### config.mk
export PLATFORM = sky130hd
export DESIGN_NAME = alu_sequencer
export DESIGN_NICKNAME = d
export VERILOG_FILES = /design/src/rtl/alu_sequencer.sv
export SDC_FILE = /design/constraint.sdc
export NUM_CORES = 1
export LEC_CHECK = 0
export CORE_MARGIN = 8
export CORE_UTILIZATION = 38
export DETAILED_ROUTE_END_ITERATION = 6
export GPL_TIMING_DRIVEN = 1
export PLACE_DENSITY = 0.77
export SLEW_MARGIN = 10
export SYNTH_ARGS = -nofsm -noshare
export SYNTH_HDL_FRONTEND = slang
export SYNTH_SLANG_ARGS = --single-unit
export TNS_END_PERCENT = 50
### constraint.sdc
create_clock -name clk -period 2.1 [get_ports clk]
set_clock_uncertainty 0.1 [all_clocks]
set_input_delay 0.63 -clock clk [delete_from_list [all_inputs] [get_ports clk]]
set_output_delay 0.63 -clock clk [all_outputs]
set_load 0.02 [all_outputs]
### src/rtl/alu_sequencer.sv
// Request/response front-end for the 32-bit combinational ALU: registers operands,
// captures result and flags, keeps a chaining accumulator and a sticky overflow flag.
module alu_sequencer (
    input  logic        clk,
    input  logic        reset_n,
    input  logic        req_valid,
    output logic        req_ready,
    input  logic [2:0]  req_command,
    input  logic [31:0] req_a,
    input  logic [31:0] req_b,
    input  logic        req_use_acc,
    output logic        resp_valid,
    input  logic        resp_ready,
    output logic [31:0] resp_result,
    output logic        resp_carryout,
    output logic        resp_zero,
    output logic        resp_overflow,
    output logic [31:0] acc,
    output logic        sticky_overflow,
    input  logic        sticky_clear,
    output logic [31:0] alu_operandA,
    output logic [31:0] alu_operandB,
    output logic [2:0]  alu_command,
    input  logic [31:0] alu_result,
    input  logic        alu_carryout,
    input  logic        alu_zero,
    input  logic        alu_overflow
);

    localparam int unsigned WIDTH = 32;
    localparam int unsigned CMD_W = 3;

    typedef enum logic [1:0] {
        IDLE  = 2'd0,
        ISSUE = 2'd1,
        RESP  = 2'd2
    } state_t;

    state_t state;
    state_t state_next;
    logic   accept;
    logic   capture;

    // State register
    always_ff @(posedge clk) begin
        if (!reset_n) begin
            state <= IDLE;
        end else begin
            state <= state_next;
        end
    end

    // Next-state and datapath strobes
    always_comb begin
        state_next = state;
        accept     = 1'b0;
        capture    = 1'b0;
        case (state)
            IDLE: begin
                if (req_valid) begin
                    accept     = 1'b1;
                    state_next = ISSUE;
                end
            end
            ISSUE: begin
                capture    = 1'b1;
                state_next = RESP;
            end
            RESP: begin
                if (resp_ready) begin
                    state_next = IDLE;
                end
            end
            default: begin
                state_next = IDLE;
            end
        endcase
    end

    // Handshake outputs registered from the next state so they track state exactly
    always_ff @(posedge clk) begin
        if (!reset_n) begin
            req_ready  <= 1'b1;
            resp_valid <= 1'b0;
        end else begin
            req_ready  <= (state_next == IDLE);
            resp_valid <= (state_next == RESP);
        end
    end

    // Operand registers only move on acceptance so the ALU inputs stay quiet while idle
    always_ff @(posedge clk) begin
        if (!reset_n) begin
            alu_operandA <= WIDTH'(0);
            alu_operandB <= WIDTH'(0);
            alu_command  <= CMD_W'(0);
        end else if (accept) begin
            alu_operandA <= req_use_acc ? acc : req_a;
            alu_operandB <= req_b;
            alu_command  <= req_command;
        end
    end

    // Result capture and accumulator write-back
    always_ff @(posedge clk) begin
        if (!reset_n) begin
            resp_result   <= WIDTH'(0);
            resp_carryout <= 1'b0;
            resp_zero     <= 1'b0;
            resp_overflow <= 1'b0;
            acc           <= WIDTH'(0);
        end else if (capture) begin
            resp_result   <= alu_result;
            resp_carryout <= alu_carryout;
            resp_zero     <= alu_zero;
            resp_overflow <= alu_overflow;
            acc           <= alu_result;
        end
    end

    // Sticky overflow: a captured overflow beats a simultaneous clear
    always_ff @(posedge clk) begin
        if (!reset_n) begin
            sticky_overflow <= 1'b0;
        end else if (capture && alu_overflow) begin
            sticky_overflow <= 1'b1;
        end else if (sticky_clear) begin
            sticky_overflow <= 1'b0;
        end
    end

endmodule
==> results by group <==
Run status
  – Status: finished, final reports clean

Synthesis
  – Yosys reg bits: 107
  – Largest area contributor in the netlist: dfxtp_1
  – Top-area cell type share of the netlist area: 49.5%
  – Synth Instances: 464
  – Ranking of synthesized cells by area: dfxtp_1 (49%), nand2_1 (9.2%), nand3_1 (8.1%), mux2i_1 (7.4%), a21boi_0 (6.2%)
  – Synth warnings: 0
  – Post-synthesis sequential area ratio: 49.5%
  – Post-Syn Area: ~4300 um2
  – Syn Nets: 572
  – Synth cell types: 21
  – Syn Area/Cell: 9.33 um2

Timing
  – Post-layout min period: 2.07 ns
  – Worst hold slack: between 0.3 and 0.4 ns
  – Peak Freq: 484 MHz
  – Crit share post-route: 98.5%
  – Final Hold Viols: 0
  – Slew HR: between 70 and 80%
  – # setup viols final: 0
  – Slew @ Worst Pin: 0.429 ns
  – Final max-slew violation count: 0
  – Total Neg Setup Slack: 0 ns

Place
  – PortBufs: 244
  – Hpwl dp: between 10,000 and 15,000 um
  – GPL Wtd Cong: 0.760
  – Placed instance area: 6660 um2

Die
  – Die X: 123 um
  – Core ar.: 11,300 um2
  – Die height: 123 um
  – Row count: 39
  – Die Area: 15,100 um2
  – Starting density of the core: 38.4%
  – IO Count: roughly 250

Clock network
  – # hold bufs at CTS: 0
  – CTS H-tree depth: 3
  – Post-CTS resize count: 40
  – Clock Latency Late Sink: 0.34 ns
  – Clock transition at path regs: 0.07 ns
  – Clk sinks: 107
  – Post-CTS setup buffers: 0
  – Root buffer cell: clkbuf_16
  – CTS Buf Count: 9
  – Clock buffer depth: 2
  – CTS tree: done

Routing
  – Antenna violation net count after detailed routing: 0
  – DRT Pass-1 Iters: 4
  – WL per Instance: approximately 18 um
  – Routed via count: 3,936
  – Detail-routed via count per cell: 4.86
  – Routed WL: 14,200 um
  – Remaining routing DRC violations: 0
  – Initial DRC count: 141

Final layout
  – Area grow syn2layout: 61.3%
  – Core Util, Final: approximately three fifths
  – FF/Latch Area: 2140 um2
  – Fin area: 6980 um2
  – Most common cell after layout, fill and taps aside: clkdlybuf4s50_1
  – Most frequent cells in the layout: clkdlybuf4s50_1 (174), dfxtp_1 (107), nand2_1 (106)
  – Diodes inserted: 0
  – Fin nets: 770
  – Multi-input logic area: approximately 1800 um2
  – Share of layout cells above drive strength 1: 6.60%
  – FILL cells: 934

Worst setup path
  – CP Data Required Time: 1.37 ns
  – Bufs and invs on worst path: 1
  – Crit path DAT: 1.34 ns
  – Crit path max fanout: 2
  – CP max stage delay: 0.64 ns
  – Kind of critical path: register to output port
  – Master of the slowest instance on the critical path: clkdlybuf4s50_1
  – Worst path cell trace: clkdlybuf4s50_1
  – Startpoint Class: register
  – Kind of cell adding the most delay to the critical path: buffers and inverters
  – CP Capture Type: output port

Global route
  – GRT Util Overall: 17.8%
  – Vias in the first global route: 4,012
  – Largest net degree at the start of global routing: 77
  – Initial antenna violation count: 0
  – GRT overflow: 0
  – First-pass GRT wire length: 21,300 um

Power
  – Final total power: ~0.0049 W
  – Worst vdd ir: 0.385 mV
  – Pleak: 3.36 nW
  – Power per cell area: 707 nW/um2

Min path
  – Path category of the worst min-delay check: register to register

Job
  – Max-cap violations: 0
## cells by family (layout without fill, tap and decap cells)
| group | Yosys count | in the layout | synth area share [%] |
|---|---|---|---|
| AOI/OAI and AO/OA | 70 | 70 | 14.5 |
| DFF | 107 | 107 | 49.5 |
| and+or+nand+nor | 184 | 184 | 18.7 |
| buffers and inverters | 71 | 274 | 9.97 |
| muxes | 32 | 32 | 7.40 |
## final cells by class
| cell class | instances | area share [%] |
|---|---|---|
| clock buffer | 10 | 3.42 |
| inverter | 1 | 0.0537 |
| clock inverter | 6 | 0.932 |
| tap | 143 | 2.56 |
| sequential | 107 | 30.7 |
| multi-input combinational | 286 | 25.3 |
| timing repair buffer | 257 | 37.1 |
## worst paths after layout
path | start | end | slack, ns | depth (start not counted)
max | alu_operandA[26]$_SDFFE_PN0P_ | alu_operandA[26] | 0.03 | 1
min | alu_operandB[25]$_SDFFE_PN0P_ | alu_operandB[25]$_SDFFE_PN0P_ | 0.35 | 2
max reg2reg | state[1]$_SDFF_PN0_ | alu_operandA[13]$_SDFFE_PN0P_ | 0.56 | 3
min reg2reg | alu_operandB[25]$_SDFFE_PN0P_ | alu_operandB[25]$_SDFFE_PN0P_ | 0.35 | 2
## per-stage QoR
step	std cells	setup slack (ns)
after floorplan	464	0.260
after global placement	794	-0.0840
after detailed placement	794	-0.146
after CTS	810	0.00215
after global routing	810	-0.0164
final	810	0.0320
## flip-flops by register name, indices dropped and copies added (netlist names)
register,cells
req_ready,1
sticky_overflow,1
state,2
alu_operandA,32
alu_command,3
acc,32
alu_operandB,32
resp_zero,1
resp_overflow,1
resp_valid,1
resp_carryout,1
## layer usage
metal | track usage (%) | routed length [um] | up-vias
li1 | - | - | 1937
met1 | 19.9 | 5540 | 1821
met2 | 29.6 | 6710 | 166
met3 | 8.28 | 1770 | 12
met4 | 5.86 | 156 | 0
met5 | 0 | 0 | -
## where the power goes
part	switching (W)	internal, W	total, W
Clock	0.000754	0.000958	0.00171
Combinational	0.000490	0.000507	0.000997
Sequential	0.0000831	0.00215	0.00223
Total	0.00133	0.00361	0.00494
## Yosys cell counts (all sizes together)
library cell and instances:
nand3 70, a21boi 36, o21a 2, nor2 1
o2bb2ai 32, or3b 1, dfxtp 107, nor2b 1
nand2 106, nor3b 2, nand2b 2, mux2i 32
inv 1, buf 52, clkbuf 18, and2 1
(Power assumes the default switching activity.)
